<file path="src/rtl/pc_redirect_unit.sv">
// pc_redirect_unit
//   Fetch program-counter stage. Advances the PC by 4 on each unstalled
//   cycle. A taken branch or jump resolved in EXE redirects the PC to its
//   word-aligned target and flushes the younger IF/ID instructions. An HLT
//   in EXE freezes the core until reset. Taken redirects are counted in a
//   saturating counter.
//
// Ports
//   i_Clk, i_Rst_n        clock (rising edge), asynchronous active-low reset
//   i_BranchBitExe        EXE holds a conditional branch
//   i_BranchVerification  branch condition true (used only with i_BranchBitExe)
//   i_BranchTargetExe     branch target
//   i_JumpExe             EXE holds an unconditional register jump
//   i_JumpTargetExe       jump target
//   i_HaltExe             EXE holds HLT
//   i_Stall               hazard stall; holds the PC
//   o_PC                  registered fetch address
//   o_PCPlus4             o_PC + 4, wraps modulo 2^32
//   o_Flush               squash IF/ID and ID/EXE at the coming edge
//   o_FetchValid          the fetch at o_PC is valid this cycle
//   o_Halted              core halted (registered)
//   o_Misaligned          one-cycle pulse: last redirect target was not word aligned
//   o_TakenCount          saturating count of taken redirects
module pc_redirect_unit #(
   parameter logic [31:0] RESET_VECTOR = 32'h0000_0000,
   parameter int unsigned CNT_W        = 16
) (
   input  logic             i_Clk,
   input  logic             i_Rst_n,
   input  logic             i_BranchBitExe,
   input  logic             i_BranchVerification,
   input  logic [31:0]      i_BranchTargetExe,
   input  logic             i_JumpExe,
   input  logic [31:0]      i_JumpTargetExe,
   input  logic             i_HaltExe,
   input  logic             i_Stall,
   output logic [31:0]      o_PC,
   output logic [31:0]      o_PCPlus4,
   output logic             o_Flush,
   output logic             o_FetchValid,
   output logic             o_Halted,
   output logic             o_Misaligned,
   output logic [CNT_W-1:0] o_TakenCount
);

   typedef enum logic {
      RUN,
      HALTED
   } state_e;

   state_e             state_q, state_d;
   logic [31:0]        pc_q, pc_d;
   logic               misaligned_q, misaligned_d;
   logic [CNT_W-1:0]   count_q, count_d;

   logic               running;
   logic               redirect;
   logic [31:0]        target;
   logic [31:0]        pc_plus4;

   // Redirect decode. Halt in EXE suppresses any simultaneous redirect.
   always_comb begin
      running  = (state_q == RUN);
      redirect = running & ~i_HaltExe &
                 ((i_BranchBitExe & i_BranchVerification) | i_JumpExe);
      target   = i_JumpExe ? i_JumpTargetExe : i_BranchTargetExe;
      pc_plus4 = pc_q + 32'd4;
   end

   // State register
   always_ff @(posedge i_Clk or negedge i_Rst_n) begin
      if (!i_Rst_n) begin
         state_q      <= RUN;
         pc_q         <= RESET_VECTOR;
         misaligned_q <= 1'b0;
         count_q      <= '0;
      end else begin
         state_q      <= state_d;
         pc_q         <= pc_d;
         misaligned_q <= misaligned_d;
         count_q      <= count_d;
      end
   end

   // Next-state logic
   always_comb begin
      state_d      = state_q;
      pc_d         = pc_q;
      misaligned_d = 1'b0;
      count_d      = count_q;
      unique case (state_q)
         RUN: begin
            if (i_HaltExe) begin
               state_d = HALTED;
            end else if (redirect) begin
               pc_d         = {target[31:2], 2'b00};
               misaligned_d = |target[1:0];
               if (count_q != '1) count_d = count_q + 1'b1;
            end else if (!i_Stall) begin
               pc_d = pc_plus4;
            end
         end
         HALTED: begin
            state_d = HALTED;
         end
         default: state_d = RUN;
      endcase
   end

   // Output logic
   always_comb begin
      o_PC         = pc_q;
      o_PCPlus4    = pc_plus4;
      o_Flush      = redirect;
      o_FetchValid = running & ~i_Stall & ~redirect;
      o_Halted     = (state_q == HALTED);
      o_Misaligned = misaligned_q;
      o_TakenCount = count_q;
   end

endmodule

</file>
<file path="config.mk">
export PLATFORM = sky130hd
export DESIGN_NAME = pc_redirect_unit
export DESIGN_NICKNAME = d
export VERILOG_FILES = /design/src/rtl/pc_redirect_unit.sv
export SDC_FILE = /design/constraint.sdc
export NUM_CORES = 1
export LEC_CHECK = 0
export BUFFER_PORTS_ARGS = -buffer_cell sky130_fd_sc_hd__buf_4
export CORE_UTILIZATION = 46
export CTS_CLUSTER_DIAMETER = 30
export CTS_CLUSTER_SIZE = 10
export DETAILED_ROUTE_END_ITERATION = 10
export PLACE_DENSITY = 0.83
export SYNTH_ARGS = -nofsm -noshare
export SYNTH_HDL_FRONTEND = slang
export SYNTH_SLANG_ARGS = --single-unit
</file>
<file path="constraint.sdc">
create_clock -name i_Clk -period 3.4 [get_ports i_Clk]
set_clock_uncertainty 0.15 [all_clocks]
set_input_delay 0.68 -clock i_Clk [delete_from_list [all_inputs] [get_ports i_Clk]]
set_output_delay 0.68 -clock i_Clk [all_outputs]
set_load 0.01 [all_outputs]
</file>
# --- Word level (Yosys, flattened, before mapping) ---
# Index checks and enable logic that the tools add are counted.
# Widths: inputs -> output; s select.
op_classes:
  n_reduce_logical: 3
  add_sub_neg: 2
  eq_ne: 2
  n_bitwise: 10
  mux: 8
op_table:
  columns: ["cell", "count"]
  rows:
  - ["$mux 32", 3]
  - ["$add 32x3->32 const B", 1]
  - ["$add 16x1->16 const B", 1]
  - ["$ne 16x16->1 const B", 1]
  - ["$and 1x1->1", 5]
  - ["$mux 1", 4]
  - ["$not 1->1", 4]
  - ["$reduce_and 4->1", 1]
  - ["$reduce_and 3->1", 1]
  - ["$ne 2x1->1 const B", 1]
  - ["$pmux 1 s2", 1]
  - ["$reduce_or 2->1", 1]
  - ["$or 1x1->1", 1]
totals:
  output_inout_bits: 84
  wordCells: 29
  ff_bits: 50
  in_bits: 71

# --- Longest topological paths before layout ---
depth:
  word_depth: 6
  mapped_depth: 7
  mapped_depth_nobuf: 5

# --- Worst setup path after synthesis ---
# Ideal clock, no wire load.
synth_timing:
  path_kind: "input port to output port"
  startpoint: "input i_JumpExe"
  endpoint: "output o_FetchValid"
  path_slack_ps: 738
  path_buffers: 2
  t_arrival_ps: 1832
  required_ps: 2570
  cell_stages: 6
  cell_sequence: "clkbuf_1 a21oi_1 or2_2 buf_2 inv_1 nor3_1"
synth_between:
  elab_chain_cells: 4
synth_rtl:
  columns: ["item", "line_no", "source"]
  rows:
  - ["start: declaration", "33", "input logic i_JumpExe,"]
  - ["$or 1x1->1", "65", "((i_BranchBitExe & i_BranchVerification) | i_JumpExe);"]
  - ["$and 1x1->1", "64", "redirect = running & ~i_HaltExe &"]
  - ["net o_Flush", "39", "output logic o_Flush,"]
  - ["$not 1->1", "115", "o_FetchValid = running & ~i_Stall & ~redirect;"]
  - ["$and 1x1->1", "115", null]
  - ["end: declaration", "40", "output logic o_FetchValid,"]
# The timed path passes the listed nets, and every way through them passes these cells.

# --- Final worst setup path ---
layout_timing:
  startpoint: "register pc_q[2], in the netlist o_PC[2]"
  endpoint: "output o_PCPlus4[30]"
layout_between:
  elab_chain_cells: 1
layout_rtl:
  columns: ["item", "line_no", "source"]
  rows:
  - ["start: declaration", "52", "logic [31:0] pc_q, pc_d;"]
  - ["start signal: assignment", "79", "pc_q <= pc_d;"]
  - ["$add 32x3->32", "67", "pc_plus4 = pc_q + 32'd4;"]
  - ["end: declaration", "38", "output logic [31:0] o_PCPlus4,"]
# Every way passes these cells.

==> flow_summary.json <==
{
  "h-tree-depth": 2,
  "synthArstFlopShare": 1.000,
  "finalHoldViolations": 0,
  "postCtsSetupBuffers": 0,
  "grt_max_degree": 60,
  "num_antenna_cells": 0,
  "leakagePower_nw": 1.975,
  "critPathMaxStageDelay_ps": 440,
  "grt_use_total": 0.2703,
  "ys_ff_latch": 48,
  "drive_gt1_frac": 0.3235,
  "yosysMostFrequentCell": "dfrtp_1",
  "r2r_start": "o_PC[6]$_DFFE_PN0P_",
  "die_x_microns": 88.93,
  "ys.flop_type": "dfrtp_1",
  "clk_latency_ps": 310,
  "syn_area_sq_mm": 0.003476,
  "slew_violations": 0,
  "max_cap_viol_count": 0,
  "synth_cell_types": 43,
  "synthMuxAreaShare": 0.01836,
  "start_util": 0.4767,
  "wire_per_inst_microns": 16.53,
  "cp_slowest_cell": "dfrtp_1",
  "die_y_microns": 88.93,
  "fmax_mhz": 307.5,
  "first_pass_iters": 5,
  "setup.worst_path.end_class": "output port",
  "worst_pin_slew_ps": 680.6,
  "die_area_sq_mm": 0.007908,
  "overflow": 0,
  "reg2reg_depth": 5,
  "synth-compound-area-share": 0.1681,
  "worst-path-buf-inv": 1,
  "cts-root-buf": "clkbuf_8",
  "via_per_inst": 5.820,
  "crit_chain": "ha_1 -> and4_1 -> nand4_1 -> nor3_1 -> xor2_1 -> buf_4",
  "slew_headroom": 0.5421,
  "p_total_mw": 1.691,
  "synth_top_family_by_area": "simple AND/OR/NAND/NOR gates",
  "layout_min_cycle_time_ps": 3252,
  "cts.clk_slew.worst_paths_ps": 100,
  "ys_seq_area_frac": 0.3456,
  "fin_nets": 613,
  "ctsResizeCount": 0,
  "core_area_sq_mm": 0.007292,
  "avgSynthCellArea_sq_um": 8.519,
  "min_period_over_period": 0.9565,
  "routed_wirelength_mm": 10.58,
  "synth-simple-area-share": 0.2869,
  "clk_path_buf_depth": 2,
  "reg2reg_slack_ps": 890,
  "crit_path_start_kind": "register",
  "rsz0062_at_grt": "no",
  "crit_type": "register to output port",
  "rr_endpoint": "o_PC[23]$_DFFE_PN0P_",
  "setup_viol_count_final": 0,
  "fin_setup_tns_ps": 0,
  "drt_iter0_markers": 191,
  "synthToLayoutAreaGrowth_pct": 36.75,
  "irDropWorstVdd_uv": 168.2,
  "place.gp.congestion": 0.8631,
  "synthAdderAreaFrac": 0.007199,
  "hold_class": "input port to asynchronous set/reset pin",
  "dp_hpwl_mm": 7.729,
  "grt_pass1_vias": 3434,
  "synth-edff-count": 0,
  "synth-xor-area-share": 0.1184,
  "synth_commonest_cells": "48 x dfrtp_1, 29 x xnor2_1, 28 x a211oi_1",
  "ant_nets": 0,
  "netlist_instances": 408,
  "path_max_fanout": 12,
  "rows": 31,
  "cts_buffers": 5,
  "hold_buffers": 0,
  "yosys-top-cells-area": "dfrtp_1 35%, xnor2_1 7.3%, a211oi_1 6.0%",
  "boundaryPins": 155,
  "yosysWarnings": 0,
  "status": "complete, no violations",
  "grt_pass1_wl_mm": 16.51,
  "io_buffers": 150,
  "crit_family": "simple AND/OR/NAND/NOR gates",
  "power_density_mw_per_mm2": 355.7,
  "cts_sinks": 48,
  "yosys.area.top_type": "dfrtp_1",
  "antenna_found_initial": 0,
  "drc": 0,
  "critPathRequiredTime_ps": 2570,
  "num_vias": 3725,
  "cts_tree": "done",
  "cp.arrival_ps": 2420,
  "synth_top_area_frac": 0.3456
}
through the flow:
step | std cells | worst slack [ps] | utilization | cell area, sq um | hold slack [ps]
after floorplan | 411 | 737.9 | - | 3487 | 234.4
after global placement | 632 | 666.1 | 0.6361 | 4638 | 335.7
after detailed placement | 632 | 539.5 | 0.6361 | 4638 | 342.2
after CTS | 640 | 184.1 | 0.6519 | 4753 | 258.1
after global routing | 640 | 18.07 | 0.6519 | 4753 | 275.3
final | 640 | 147.9 | 0.6519 | 4753 | 233.9
registers in the layout, summed over array words and instances, names as in the netlist:
register	cells
o_Halted	1
o_Misaligned	1
o_PC	30
o_TakenCount	16
layout by cell type, fill, tap and decap left out, drive strengths merged, types with 6 or more instances in the layout:
| master | instances |
|---|---|
| o31ai | 10 |
| buf | 158 |
| and4 | 7 |
| nor4 | 6 |
| dfrtp | 48 |
| nor2 | 18 |
| xor2 | 18 |
| inv | 9 |
| o21ai | 14 |
| a211oi | 28 |
| or3 | 15 |
| or4 | 11 |
| xnor2 | 29 |
| nor3 | 19 |
| a31oi | 21 |
| nand2 | 20 |
| nand3 | 16 |
| nor2b | 27 |
| a21oi | 10 |
| nand4 | 21 |
area by class of cell:
cell class	instances	area, sq um
inverter	8	30.03
timing repair buffer	158	1186
fill	634	2539
sequential	48	1201
clock buffer	5	68.82
multi-input combinational	319	2097
clock inverter	3	46.29
tap	99	123.9
worst max path at each step:
| stage | start | end | slack [ps] | cells past startpoint |
|---|---|---|---|---|
| 2_1_floorplan | i_JumpExe | o_FetchValid | 740 | 6 |
| 3_3_place_gp | o_PC[2]$_DFFE_PN0P_ | o_PCPlus4[30] | 670 | 6 |
| 3_5_place_dp | o_PC[2]$_DFFE_PN0P_ | o_PCPlus4[30] | 540 | 6 |
| 4_1_cts | o_PC[2]$_DFFE_PN0P_ | o_PCPlus4[30] | 180 | 6 |
| 5_1_grt | o_PC[2]$_DFFE_PN0P_ | o_PCPlus4[30] | 20 | 6 |
| 6_report | o_PC[2]$_DFFE_PN0P_ | o_PCPlus4[30] | 150 | 6 |
report_power, final:
part / switching, mW / total, mW / internal (mW)
Combinational: 0.236 / 0.512 / 0.276
Clock: 0.220 / 0.442 / 0.222
Sequential: 0.114 / 0.737 / 0.623
cell families after synthesis:
kind of cell	after synthesis
AOI/OAI and AO/OA	89
xor gates and xnor gates	47
adders and majority gates	2
buffers and inverters	44
DFF	48
muxes	6
other	1
and+or+nand+nor	171
per-layer routing:
layer  vias up  track usage  wire length [microns]
met3        11      0.05171                    794
met4         0      0.07331                    108
met2       158       0.4790                   5436
met1      1779       0.3372                   4239
li1       1777            -                      -
met5         -            0                      0
Power figures use the tool's default switching activity.
